--- src/rtl/usb_frame_parser.sv ---
// USB command frame parser: AA 55 CMD LEN_H LEN_L payload CHK, with
// per-byte payload strobes, length limit check and inter-byte timeout.
module usb_frame_parser #(
    parameter int MAX_PAYLOAD    = 256,
    parameter int TIMEOUT_CYCLES = 60000
) (
    input  logic        clk,
    input  logic        rst_n,
    input  logic [7:0]  usb_data_in,
    input  logic        usb_data_valid_in,
    output logic [7:0]  cmd_type,
    output logic [15:0] cmd_length,
    output logic [7:0]  cmd_data,
    output logic        cmd_data_valid,
    output logic [15:0] cmd_data_index,
    output logic        cmd_start,
    output logic        cmd_done,
    output logic        parse_error
);

    localparam logic [2:0] ST_IDLE     = 3'd0;
    localparam logic [2:0] ST_SYNC2    = 3'd1;
    localparam logic [2:0] ST_CMD      = 3'd2;
    localparam logic [2:0] ST_LEN_H    = 3'd3;
    localparam logic [2:0] ST_LEN_L    = 3'd4;
    localparam logic [2:0] ST_PAYLOAD  = 3'd5;
    localparam logic [2:0] ST_CHECKSUM = 3'd6;

    localparam int             TW       = $clog2(TIMEOUT_CYCLES + 1);
    localparam logic [TW-1:0]  TMO_LAST = TW'(TIMEOUT_CYCLES - 1);
    localparam logic [16:0]    MAX_LEN  = 17'(MAX_PAYLOAD);

    function automatic logic [7:0] sum8(input logic [7:0] acc, input logic [7:0] val);
        return acc + val;
    endfunction

    logic [2:0]    state_q, state_d;
    logic [7:0]    cmd_q, cmd_d;
    logic [7:0]    len_hi_q, len_hi_d;
    logic [7:0]    sum_q, sum_d;
    logic [15:0]   pay_cnt_q, pay_cnt_d;
    logic [TW-1:0] tmo_q, tmo_d;
    logic [7:0]    cmd_type_q, cmd_type_d;
    logic [15:0]   cmd_length_q, cmd_length_d;
    logic [7:0]    cmd_data_q, cmd_data_d;
    logic          cmd_data_valid_q, cmd_data_valid_d;
    logic [15:0]   cmd_data_index_q, cmd_data_index_d;
    logic          cmd_start_q, cmd_start_d;
    logic          cmd_done_q, cmd_done_d;
    logic          parse_error_q, parse_error_d;
    logic [15:0]   len_full_s;

    assign len_full_s = {len_hi_q, usb_data_in};

    // Next-state, datapath and pulse generation for one received byte or idle cycle.
    always_comb begin
        state_d          = state_q;
        cmd_d            = cmd_q;
        len_hi_d         = len_hi_q;
        sum_d            = sum_q;
        pay_cnt_d        = pay_cnt_q;
        tmo_d            = tmo_q;
        cmd_type_d       = cmd_type_q;
        cmd_length_d     = cmd_length_q;
        cmd_data_d       = cmd_data_q;
        cmd_data_index_d = cmd_data_index_q;
        cmd_data_valid_d = 1'b0;
        cmd_start_d      = 1'b0;
        cmd_done_d       = 1'b0;
        parse_error_d    = 1'b0;

        if (usb_data_valid_in) begin
            // An accepted byte always wins over a timeout expiring in the same cycle.
            tmo_d = '0;
            case (state_q)
                ST_IDLE: begin
                    if (usb_data_in == 8'hAA) begin
                        state_d = ST_SYNC2;
                    end else begin
                        state_d = ST_IDLE;
                    end
                end
                ST_SYNC2: begin
                    if (usb_data_in == 8'h55) begin
                        state_d = ST_CMD;
                        sum_d   = 8'h00;
                    end else if (usb_data_in == 8'hAA) begin
                        state_d = ST_SYNC2;
                    end else begin
                        state_d = ST_IDLE;
                    end
                end
                ST_CMD: begin
                    cmd_d   = usb_data_in;
                    sum_d   = sum8(sum_q, usb_data_in);
                    state_d = ST_LEN_H;
                end
                ST_LEN_H: begin
                    len_hi_d = usb_data_in;
                    sum_d    = sum8(sum_q, usb_data_in);
                    state_d  = ST_LEN_L;
                end
                ST_LEN_L: begin
                    sum_d = sum8(sum_q, usb_data_in);
                    if ({1'b0, len_full_s} > MAX_LEN) begin
                        parse_error_d = 1'b1;
                        state_d       = ST_IDLE;
                    end else begin
                        cmd_start_d  = 1'b1;
                        cmd_type_d   = cmd_q;
                        cmd_length_d = len_full_s;
                        pay_cnt_d    = 16'd0;
                        if (len_full_s == 16'd0) begin
                            state_d = ST_CHECKSUM;
                        end else begin
                            state_d = ST_PAYLOAD;
                        end
                    end
                end
                ST_PAYLOAD: begin
                    sum_d            = sum8(sum_q, usb_data_in);
                    cmd_data_d       = usb_data_in;
                    cmd_data_valid_d = 1'b1;
                    cmd_data_index_d = pay_cnt_q;
                    pay_cnt_d        = pay_cnt_q + 16'd1;
                    // Length is bounded by MAX_PAYLOAD, so the +1 never wraps.
                    if ((pay_cnt_q + 16'd1) == cmd_length_q) begin
                        state_d = ST_CHECKSUM;
                    end else begin
                        state_d = ST_PAYLOAD;
                    end
                end
                ST_CHECKSUM: begin
                    if (usb_data_in == sum_q) begin
                        cmd_done_d = 1'b1;
                    end else begin
                        parse_error_d = 1'b1;
                    end
                    state_d = ST_IDLE;
                end
                default: begin
                    state_d = ST_IDLE;
                end
            endcase
        end else if (state_q == ST_IDLE) begin
            tmo_d = '0;
        end else if (tmo_q == TMO_LAST) begin
            tmo_d         = '0;
            parse_error_d = 1'b1;
            state_d       = ST_IDLE;
        end else begin
            tmo_d = tmo_q + TW'(1);
        end
    end

    // State, counters and registered outputs; reset aborts silently.
    always_ff @(posedge clk or negedge rst_n) begin
        if (!rst_n) begin
            state_q          <= ST_IDLE;
            cmd_q            <= 8'h00;
            len_hi_q         <= 8'h00;
            sum_q            <= 8'h00;
            pay_cnt_q        <= 16'd0;
            tmo_q            <= '0;
            cmd_type_q       <= 8'h00;
            cmd_length_q     <= 16'd0;
            cmd_data_q       <= 8'h00;
            cmd_data_valid_q <= 1'b0;
            cmd_data_index_q <= 16'd0;
            cmd_start_q      <= 1'b0;
            cmd_done_q       <= 1'b0;
            parse_error_q    <= 1'b0;
        end else begin
            state_q          <= state_d;
            cmd_q            <= cmd_d;
            len_hi_q         <= len_hi_d;
            sum_q            <= sum_d;
            pay_cnt_q        <= pay_cnt_d;
            tmo_q            <= tmo_d;
            cmd_type_q       <= cmd_type_d;
            cmd_length_q     <= cmd_length_d;
            cmd_data_q       <= cmd_data_d;
            cmd_data_valid_q <= cmd_data_valid_d;
            cmd_data_index_q <= cmd_data_index_d;
            cmd_start_q      <= cmd_start_d;
            cmd_done_q       <= cmd_done_d;
            parse_error_q    <= parse_error_d;
        end
    end

    assign cmd_type       = cmd_type_q;
    assign cmd_length     = cmd_length_q;
    assign cmd_data       = cmd_data_q;
    assign cmd_data_valid = cmd_data_valid_q;
    assign cmd_data_index = cmd_data_index_q;
    assign cmd_start      = cmd_start_q;
    assign cmd_done       = cmd_done_q;
    assign parse_error    = parse_error_q;

endmodule
--- config.mk ---
export PLATFORM = sky130hd
export DESIGN_NAME = usb_frame_parser
export DESIGN_NICKNAME = d
export VERILOG_FILES = /design/src/rtl/usb_frame_parser.sv
export SDC_FILE = /design/constraint.sdc
export NUM_CORES = 1
export LEC_CHECK = 0
export ABC_AREA = 1
export BUFFER_PORTS_ARGS = -buffer_cell sky130_fd_sc_hd__buf_2
export CAP_MARGIN = 20
export CORE_MARGIN = 5
export CORE_UTILIZATION = 60
export CTS_CLUSTER_DIAMETER = 40
export DETAILED_ROUTE_END_ITERATION = 10
export PLACE_DENSITY_LB_ADDON = 0.15
export SETUP_SLACK_MARGIN = 0.2
export SLEW_MARGIN = 40
export SYNTH_ARGS = -nofsm -noshare
export SYNTH_HDL_FRONTEND = slang
export SYNTH_SLANG_ARGS = --single-unit
--- constraint.sdc ---
create_clock -name clk -period 3.2 [get_ports clk]
set_input_delay 0.16 -clock clk [delete_from_list [all_inputs] [get_ports clk]]
set_output_delay 0.16 -clock clk [all_outputs]
set_load 0.02 [all_outputs]
==> impl_metrics.csv, run 1 <==
group,metric,value,unit
timing,tns,0,ps
timing,tightest_slew,721,ps
setup_path,cp-start-kind,"flop",
logic_synthesis,yosysWarnings,0,
final_layout,layout_common_cells,"nand2_1, dfrtp_1, inv_1",
placement,hpwl,9.07,mm
global_route,grtUsageTotal,23.3,%
cts,clk_path_buf_depth,2,
pwr,p_leak,3.12,nW
min_path,min_path_type,"in -> reg",
final_layout,nNetsFinal,753,
die,fp-row-count,34,
cts,cts-root-buf,"clkbuf_8",
global_route,overflow,0,
cts,clock_latency,390,ps
run,max_cap_violations,0,
drt,wire_per_inst,14.6,um
cts,cts_setup_buffers,0,
pwr,power,5.00,mW
timing,fin_crit,2160,ps
timing,fmax,463,MHz
cts,cts_resized,0,
final_layout,final_common_cell,"nand2_1",
logic_synthesis,syn_area,5480,um^2
cts,cts_htree_levels,3,
global_route,grt_max_degree,59,
placement,gp_congestion,0.893,
timing,fin_crit_sh,67.5,%
final_layout,multi_input_area,2300,um^2
die,die_width,106,um
status,status,"completed",
placement,port_buffers,62,
die,die_area,11100,um^2
final_layout,drive_gt1_share,15.1,%
global_route,antenna_found_initial,0,
setup_path,setup.worst_path.class,"reg -> reg",
setup_path,arrival,2440,ps
logic_synthesis,syn_nets,690,
drt,num_vias,4661,
pwr,ir_worst_vdd,0.455,mV
final_layout,fillers,733,
logic_synthesis,synthDistinctLibCells,40,
logic_synthesis,syn_avg_cell_area,8.20,um^2
die,core-area,8810,um^2
timing,finalSetupViolations,0,
cts,clk_pin_slew,120,ps
timing,slew_violations,0,
timing,finalHoldViolations,0,
timing,rsz0062_at_grt,"false",
setup_path,endpoint_kind,"flop",
pwr,power.density,821,nW/um^2
logic_synthesis,synthCells,669,
drt,ant_nets,0,
drt,drtIter0Drc,251,
final_layout,area_growth,11.1,%
die,die_h,106,um
final_layout,n_antenna_cell,0,
setup_path,crit_family,"buffers and inverters",
timing,finalClockSkew,14.9,ps
drt,wl,12.3,mm
drt,drt_drc_violations_left,0,
logic_synthesis,synth-seq-cells,111,
cts,cts_buffers,9,
setup_path,cp_max_fo,58,
setup_path,cp.buffers_inverters,3,
setup_path,cp_slowest_cell,"clkinv_2",
die,initial_core_util,62.3,%
die,ios,63,
setup_path,max_stage_delay,580,ps
setup_path,path_cells,"inv_1 > nor2_4 > inv_2 > nor2_8 > clkinv_2 > o21ai_0",
timing,relSlewSlack,51.9,%
global_route,grt_pass1_vias,4515,
logic_synthesis,synth-seq-area-share,50.7,%
cts,cts.sinks,111,
drt,drt_first_pass_iters,7,
global_route,grt_pass1_wl,21.3,mm
setup_path,crit_required,3480,ps
drt,routed_via_density,5.52,
final_layout,regArea,2780,um^2
cts,cts_tree,"yes",
[synth_stat cells (all sizes together)]
cell type    n  area (um^2)
dfrtp      111         2780
nor4         7         56.3
clkbuf       5         18.8
inv         86          323
o21ai       78          402
mux2i        1         10.0
a21oi       19          110
a22o         2         17.5
xnor2        2         17.5
clkinv       1         3.75
a31oi        1         6.26
nand2      203          779
nor2        50          259
ha           9          113
nor3         5         25.0
or2          3         18.8
xor3         1         23.8
nand3b       5         37.5
fa           1         20.0
a32o         2         20.0
o22ai        9         56.3
and2         1         6.26
buf          8         55.1
xor2         3         26.3
nand3       40          200
nand4       16          100
[where the power goes]
group / switching, mW / internal (mW) / total, mW
Clock: 0.524 / 0.380 / 0.905
Sequential: 0.357 / 1.85 / 2.21
Combinational: 1.22 / 0.674 / 1.89
Total: 2.10 / 2.91 / 5.00
[worst paths after layout]
check                             startpoint                 to  slack (ps)  cells after the start
max reg2reg                       state_q[0]  cmd_data_index[5]        1040                      6
min in group asynchronous              rst_n           cmd_q[5]         360                      2
max                               state_q[0]  cmd_data_index[5]        1040                      6
max in group asynchronous              rst_n      cmd_length[5]        1970                      3
min                        usb_data_valid_in         state_q[0]          70                      3
min reg2reg                         tmo_q[0]           tmo_q[0]         470                      1
[area by class of cell]
class	instances	area share (%)
sequential	111	45.6
multi-input combinational	458	37.8
timing repair buffer	65	5.54
inverter	87	5.38
tap	108	2.22
clock buffer	9	2.03
clock inverter	7	1.42
[worst register-to-register path, stage by stage (launching register included)]
cell and delay [ps]:
dfrtp_1 490, inv_1 150, nor2_4 150, inv_2 80, nor2_8 190, clkinv_2 580, o21ai_0 410
[sequential cells by signal (all words and copies together) (netlist names)]
name,flops
cmd_data_index,16
cmd_length,16
pay_cnt_q,16
tmo_q,16
cmd_data,8
cmd_q,8
cmd_type,8
len_hi_q,8
sum_q,8
state_q,3
cmd_data_valid,1
cmd_done,1
cmd_start,1
parse_error,1
[cells by family (layout without fill, tap and decap cells)]
| group | after synthesis | count (layout) | share of synthesized area, % |
|---|---|---|---|
| DFF | 111 | 111 | 50.7 |
| adders and majority gates | 10 | 10 | 2.42 |
| muxes | 1 | 1 | 0.183 |
| and+or+nand+nor | 330 | 330 | 27.0 |
| buffers and inverters | 100 | 168 | 7.30 |
| xor gates and xnor gates | 6 | 6 | 1.23 |
| AOI/OAI and AO/OA | 111 | 111 | 11.2 |
[stage by stage]
stage	setup WS, ps	cell area [um^2]	instances	hold WS [ps]	util, %
after detailed placement	1050	5870	828	257	66.7
after global placement	1140	5870	828	255	66.7
after global routing	810	6090	845	114	69.2
after floorplan	1490	5480	669	-136	-
final	1040	6090	845	71.2	69.2
after CTS	1130	6090	845	66.3	69.2
[metal layers]
metal	GRT usage [%]	vias up	part of all wire, %
met5	0	-	0
met4	8.33	0	2.1
met3	3.91	26	4.1
met2	38.4	97	48
met1	31.4	2232	46
li1	-	2306	-
[timing repair]
item                       4_1_cts  5_1_grt
hold buffers                     1        0
hold endpoints to repair        53        0
setup endpoints to repair        0        0
Power figures use the tool's default switching activity.
==> inputs of run 2 (changes only) <==
--- a/config.mk
+++ b/config.mk
@@ -9,7 +9,7 @@
 export BUFFER_PORTS_ARGS = -buffer_cell sky130_fd_sc_hd__buf_2
 export CAP_MARGIN = 20
 export CORE_MARGIN = 5
-export CORE_UTILIZATION = 60
+export CORE_UTILIZATION = 53
 export CTS_CLUSTER_DIAMETER = 40
 export DETAILED_ROUTE_END_ITERATION = 10
 export PLACE_DENSITY_LB_ADDON = 0.15
==> constraint.sdc (replaced) <==
create_clock -name clk -period 1.75 [get_ports clk]
set_input_delay 0.0875 -clock clk [delete_from_list [all_inputs] [get_ports clk]]
set_output_delay 0.0875 -clock clk [all_outputs]
set_load 0.02 [all_outputs]
==> run 2 against run 1 <==
Compared with the run above: the run now ends with negative setup slack left; cell count increased by 11%; register-to-register slack got worse by 1200 ps; cell area increased by 19%; clock power increased by 92%; sequential share of layout area decreased by 7.2 points; maximum frequency increased by 16%; flip-flop and latch count unchanged; wire length increased by 16%; die area increased by 12%; largest cell class unchanged.
==> impl_metrics.csv, run 2 (synthesis gave the netlist of run 1 again) <==
group,metric,value,unit
timing,relSlewSlack,69.3,%
drt,num_vias,5071,
global_route,grtUsageTotal,23.0,%
setup_path,endpoint_kind,"flop",
cts,clk_pin_slew,100,ps
pwr,p_comb_share,43.4,%
placement,hpwl,9.50,mm
status,violations,"negative setup slack",
timing,setup_slack,-117,ps
cts,clk_path_buf_depth,2,
pwr,p_leak,3.61,nW
cts,cts_tree,"yes",
final_layout,nNetsFinal,822,
final_layout,layout_common_cells,"nand2_1, dfrtp_1, inv_1",
timing,finalClockSkew,10.8,ps
drt,ant_nets,0,
setup_path,crit_required,2030,ps
cts,clock_latency,390,ps
timing,tightest_slew,460,ps
pwr,swShare,41.2,%
final_layout,regArea,2780,um^2
die,ios,63,
min_path,min_path_type,"in -> reg",
setup_path,cp_slowest_cell,"dfrtp_1",
timing,hold_slack,36.9,ps
final_layout,area_growth,32.0,%
drt,wire_per_inst,15.2,um
pwr,p_sw,4.26,mW
placement,place_inst,888,
timing,finalSetupViolations,5,
placement,place_ws,-163,ps
pwr,seq_power_share,39.7,%
final_layout,drive_gt1_share,32.6,%
timing,fin_crit_sh,107,%
setup_path,cp_common_cell,"nand2_1",
drt,drtIter0Drc,360,
pwr,ir_worst_vdd,0.899,mV
cts,cts_htree_levels,3,
die,die_area,12500,um^2
drt,routed_via_density,5.38,
status,status,"finished, violations left",
setup_path,max_stage_delay,390,ps
run,max_cap_violations,0,
final_layout,final_cells,942,
pwr,p_clk_share,16.8,%
global_route,grt_max_degree,65,
final_layout,final_common_cell,"nand2_1",
setup_path,path_cells,"ha_2 > inv_2 > fa_2 > nor2_4 > o21ai_2 > nand2_1 > nand2_1 > nand2_1 > a21oi_2 > xnor2_1 > a22o_1",
drt,drt_drc_violations_left,0,
setup_path,arrival,2150,ps
timing,rsz0062_at_grt,"true",
global_route,antenna_found_initial,0,
timing,slew_violations,0,
setup_path,cp_max_fo,2,
final_layout,fin_util,71.1,%
pwr,power,10.3,mW
drt,drt_first_pass_iters,6,
global_route,grt_pass1_wl,23.5,mm
timing,tns,-345,ps
global_route,grt_pass1_vias,4925,
final_layout,fin_area,7240,um^2
placement,gp_congestion,0.886,
timing,fin_crit,1870,ps
die,fp-row-count,37,
pwr,p_int,6.08,mW
die,die_h,112,um
global_route,overflow,0,
final_layout,n_antenna_cell,0,
setup_path,setup.worst_path.class,"reg -> reg",
setup_path,cp-start-kind,"flop",
setup_path,crit_family,"adder cells",
die,core-area,10200,um^2
timing,finalHoldViolations,0,
timing,fmax,536,MHz
die,die_width,112,um
final_layout,fillers,822,
placement,port_buffers,62,
die,initial_core_util,53.8,%
cts,cts.sinks,111,
cts,cts_buffers,9,
setup_path,cp.buffers_inverters,1,
drt,wl,14.3,mm
final_layout,multi_input_area,2720,um^2
pwr,power.density,1430,nW/um^2
cts,cts-root-buf,"clkbuf_8",
placement,place_area,6250,um^2
==> run 2: changes by cell type in the layout (fill, tap and decap cells not counted), moves of 11 or more <==
cell	before	now
o21ai_0	61	40
nor2_4	6	17
nand2_1	198	186
buf_6	0	15
buf_4	3	50
nand3_2	0	11
nand3_1	40	28
o21ai_1	14	27
nor2_1	39	24
==> run 2: worst reg2reg max path, cell delays in order (launching register included) <==
cell and delay (ps):
dfrtp_1 390, ha_2 200, inv_2 40, fa_2 370, nor2_4 120, o21ai_2 60, nand2_1 80, nand2_1 70
nand2_1 80, a21oi_2 50, xnor2_1 130, a22o_1 190
==> run 2: path summary, 6_finish.rpt <==
path / startpoint / to / slack [ps] / cells past startpoint
min: usb_data_valid_in / state_q[1] / 40 / 3
min reg2reg: cmd_q[7] / cmd_type[7] / 480 / 2
max: sum_q[0] / sum_q[6] / -120 / 11
max reg2reg: sum_q[0] / sum_q[6] / -120 / 11
max in group asynchronous: rst_n / pay_cnt_q[0] / 1200 / 3
min in group asynchronous: rst_n / cmd_data_index[2] / 220 / 3
==> run 2: repair_timing <==
action,in CTS,in global routing
cloned,1,0
hold endpoints to repair,111,0
gates resized for setup,75,56
hold buffers,1,0
pin swaps,27,30
setup endpoints to repair,58,95
buffers inserted,29,7
==> run 2: cell type report <==
class,instances,share of cell area [%]
Timing Repair Buffer,134,13.9
Clock buffer,10,1.90
Sequential cell,111,38.4
Multi-Input combinational cell,458,37.5
Clock inverter,6,1.26
Tap cell,136,2.35
Inverter,87,4.63
==> run 2: layer usage <==
layer / up-vias / wire (um) / share of wire, % / GRT usage, %
met1: 2415 / 5980 / 42 / 30.5
met4: 0 / 419 / 2.9 / 9.25
met3: 42 / 894 / 6.3 / 4.13
met5: - / 0 / 0 / 0
li1: 2440 / - / - / -
met2: 174 / 6980 / 49 / 37.4
==> run 2: power groups by stage <==
stage / combinational, mW / clock (mW) / sequential (mW)
floorplan: 2.08 / 0 / 4.42
detailed placement: 3.75 / 0 / 4.08
global placement: 3.64 / 0 / 4.03
CTS: 4.22 / 1.78 / 4.07
finish: 4.49 / 1.74 / 4.11
global route: 4.95 / 1.88 / 4.23
==> inputs of run 3 (changes only) <==
--- a/config.mk
+++ b/config.mk
@@ -9,7 +9,7 @@
 export BUFFER_PORTS_ARGS = -buffer_cell sky130_fd_sc_hd__buf_2
 export CAP_MARGIN = 20
 export CORE_MARGIN = 5
-export CORE_UTILIZATION = 53
+export CORE_UTILIZATION = 45
 export CTS_CLUSTER_DIAMETER = 40
 export DETAILED_ROUTE_END_ITERATION = 10
 export PLACE_DENSITY_LB_ADDON = 0.15
==> run 3 against run 2 <==
Compared with the run above: via count fell by 0.26%; register-to-register slack gained 70 ps; largest power group unchanged; clock power up 36%; maximum frequency grew 3.7%; wire length rose by 3.4%; flip-flop and latch count stayed put; combinational power is 11% higher; the flow still finishes with violations (negative setup slack); global-route usage decreased by 2.7 points; cell count rose by 2.5%; sequential share of layout area fell by 2.6 points; die area is 16% higher; hold slack better by 51 ps.
==> impl_metrics.csv, run 3 (synthesis gave the netlist of run 1 again) <==
group,metric,value,unit
final_layout,regArea,2780,um^2
final_layout,drive_gt1_share,40.7,%
setup_path,endpoint_kind,"flop",
timing,fmax,555,MHz
global_route,grtUsageTotal,20.3,%
placement,gp_congestion,0.885,
timing,fin_crit_sh,103,%
die,fp-row-count,40,
run,max_cap_violations,0,
timing,slew_violations,0,
status,violations,"negative setup slack",
pwr,power.density,1470,nW/um^2
setup_path,path_cells,"ha_2 > inv_2 > fa_2 > nor2_4 > o21ai_1 > nand2_1 > nand2_1 > nand2_1 > a21oi_2 > xnor2_1 > a22o_1",
setup_path,rr_worst_depth,11,
die,die_h,120,um
global_route,grt_pass1_vias,4873,
drt,wl,14.8,mm
setup_path,worstSetupEndpoint,"sum_q[6]",
setup_path,r2r_end,"sum_q[6]",
cts,cts_htree_levels,3,
pwr,p_leak,3.74,nW
pwr,power,11.5,mW
pwr,p_comb_share,43.5,%
pwr,seq_power_share,35.9,%
timing,tns,-198,ps
final_layout,final_common_cell,"nand2_1",
drt,drt_first_pass_iters,5,
drt,num_vias,5058,
pwr,p_clk_share,20.6,%
cts,cts_buffers,9,
cts,clk_pin_slew,70,ps
timing,fin_crit,1800,ps
setup_path,arrival,2050,ps
drt,routed_via_density,5.24,
drt,drtIter0Drc,344,
final_layout,nNetsFinal,835,
setup_path,crit_required,1990,ps
placement,place_ws,-87.0,ps
timing,finalHoldViolations,0,
placement,place_area,6290,um^2
placement,place_inst,905,
cts,cts.sinks,111,
drt,ant_nets,0,
die,core-area,12000,um^2
pwr,p_int,6.97,mW
cts,clock_latency,350,ps
setup_path,worstReg2RegStart,"sum_q[0]",
final_layout,fillers,945,
min_path,min_path_type,"in -> reg",
timing,finalClockSkew,5.09,ps
cts,cts-root-buf,"clkbuf_16",
final_layout,layout_common_cells,"nand2_1, dfrtp_1, inv_1",
timing,rsz0062_at_grt,"true",
final_layout,area_growth,41.9,%
global_route,antenna_found_initial,0,
global_route,grt_max_degree,47,
die,die_area,14500,um^2
final_layout,fin_util,65.0,%
timing,relSlewSlack,68.7,%
final_layout,final_cells,966,
drt,drt_drc_violations_left,0,
pwr,swShare,39.2,%
global_route,overflow,0,
pwr,ir_worst_vdd,0.914,mV
die,ios,63,
setup_path,r2r_setup_slack,-50,ps
final_layout,n_antenna_cell,0,
placement,port_buffers,62,
drt,wire_per_inst,15.3,um
global_route,grt_pass1_wl,23.5,mm
status,status,"finished, violations left",
timing,hold_slack,88.2,ps
setup_path,cp_common_cell,"nand2_1",
final_layout,multi_input_area,2980,um^2
cts,cts_tree,"yes",
timing,tightest_slew,469,ps
cts,clk_path_buf_depth,2,
setup_path,cp-start-kind,"flop",
setup_path,max_stage_delay,360,ps
timing,finalSetupViolations,8,
die,die_width,120,um
die,initial_core_util,45.8,%
setup_path,setup.worst_path.class,"reg -> reg",
pwr,p_sw,4.49,mW
setup_path,cp_slowest_cell,"fa_2",
final_layout,fin_area,7780,um^2
placement,hpwl,9.65,mm
setup_path,cp_max_fo,2,
setup_path,critPathLaunch,"sum_q[0]",
timing,setup_slack,-50.6,ps
-- run 3: cell count changes in the layout (fill, tap and decap cells not counted), sizes merged --
cell    before  now
bufinv       2    3
buf        133  144
clkinv       1    0
clkbuf      10   12
-- run 3: area by class of cell --
type	instances	area share [%]
multi-input combinational	458	38.3
sequential	111	35.8
timing repair buffer	146	14.6
inverter	87	4.36
clock buffer	11	3.12
tap	147	2.36
clock inverter	5	1.35
timing repair inverter	1	0.0965
-- run 3: worst min-delay path by stage --
stage	start	depth (start not counted)	to	slack (ps)
after CTS	usb_data_valid_in	3	state_q[0]	80
after floorplan	rst_n	0	cmd_data[0]	-210
after detailed placement	rst_n	1	cmd_data_index[2]	80
after global routing	usb_data_valid_in	3	state_q[0]	100
final	usb_data_valid_in	3	state_q[0]	90
after global placement	rst_n	1	cmd_data_index[2]	70
-- run 3: metal layers --
metal  up-vias  global-route usage (%)  routed length (um)
met4         0                    5.24                 216
met5         -                       0                   0
li1       2477                       -                   -
met1      2459                    25.9                6460
met3        17                    4.40                 615
met2       105                    35.0                7480
-- run 3: repair_timing --
action / CTS / global route
endpoints found under the hold margin: 32 / 0
pin swaps: 32 / 46
hold buffers: 1 / 0
setup buffers: 23 / 17
setup endpoints to repair: 60 / 91
gates resized for setup: 83 / 134
gates cloned: 2 / 2
-- run 3: critical path, delay by kind of cell (launching register included) --
| family | cells | cell delay, ps |
|---|---|---|
| fa+ha+maj | 2 | 550 |
| simple gates | 4 | 340 |
| compound gates | 3 | 290 |
| flops | 1 | 350 |
| buf+inv | 1 | 40 |
| xor+xnor | 1 | 120 |
-- run 3: power by group through the flow --
stage	clock network, mW	registers, mW	logic [mW]
floorplan	0	4.42	2.08
global placement	0	4.01	3.73
detailed placement	0	4.05	3.81
CTS	2.41	4.05	4.31
global route	2.53	4.22	5.50
finish	2.37	4.12	4.98
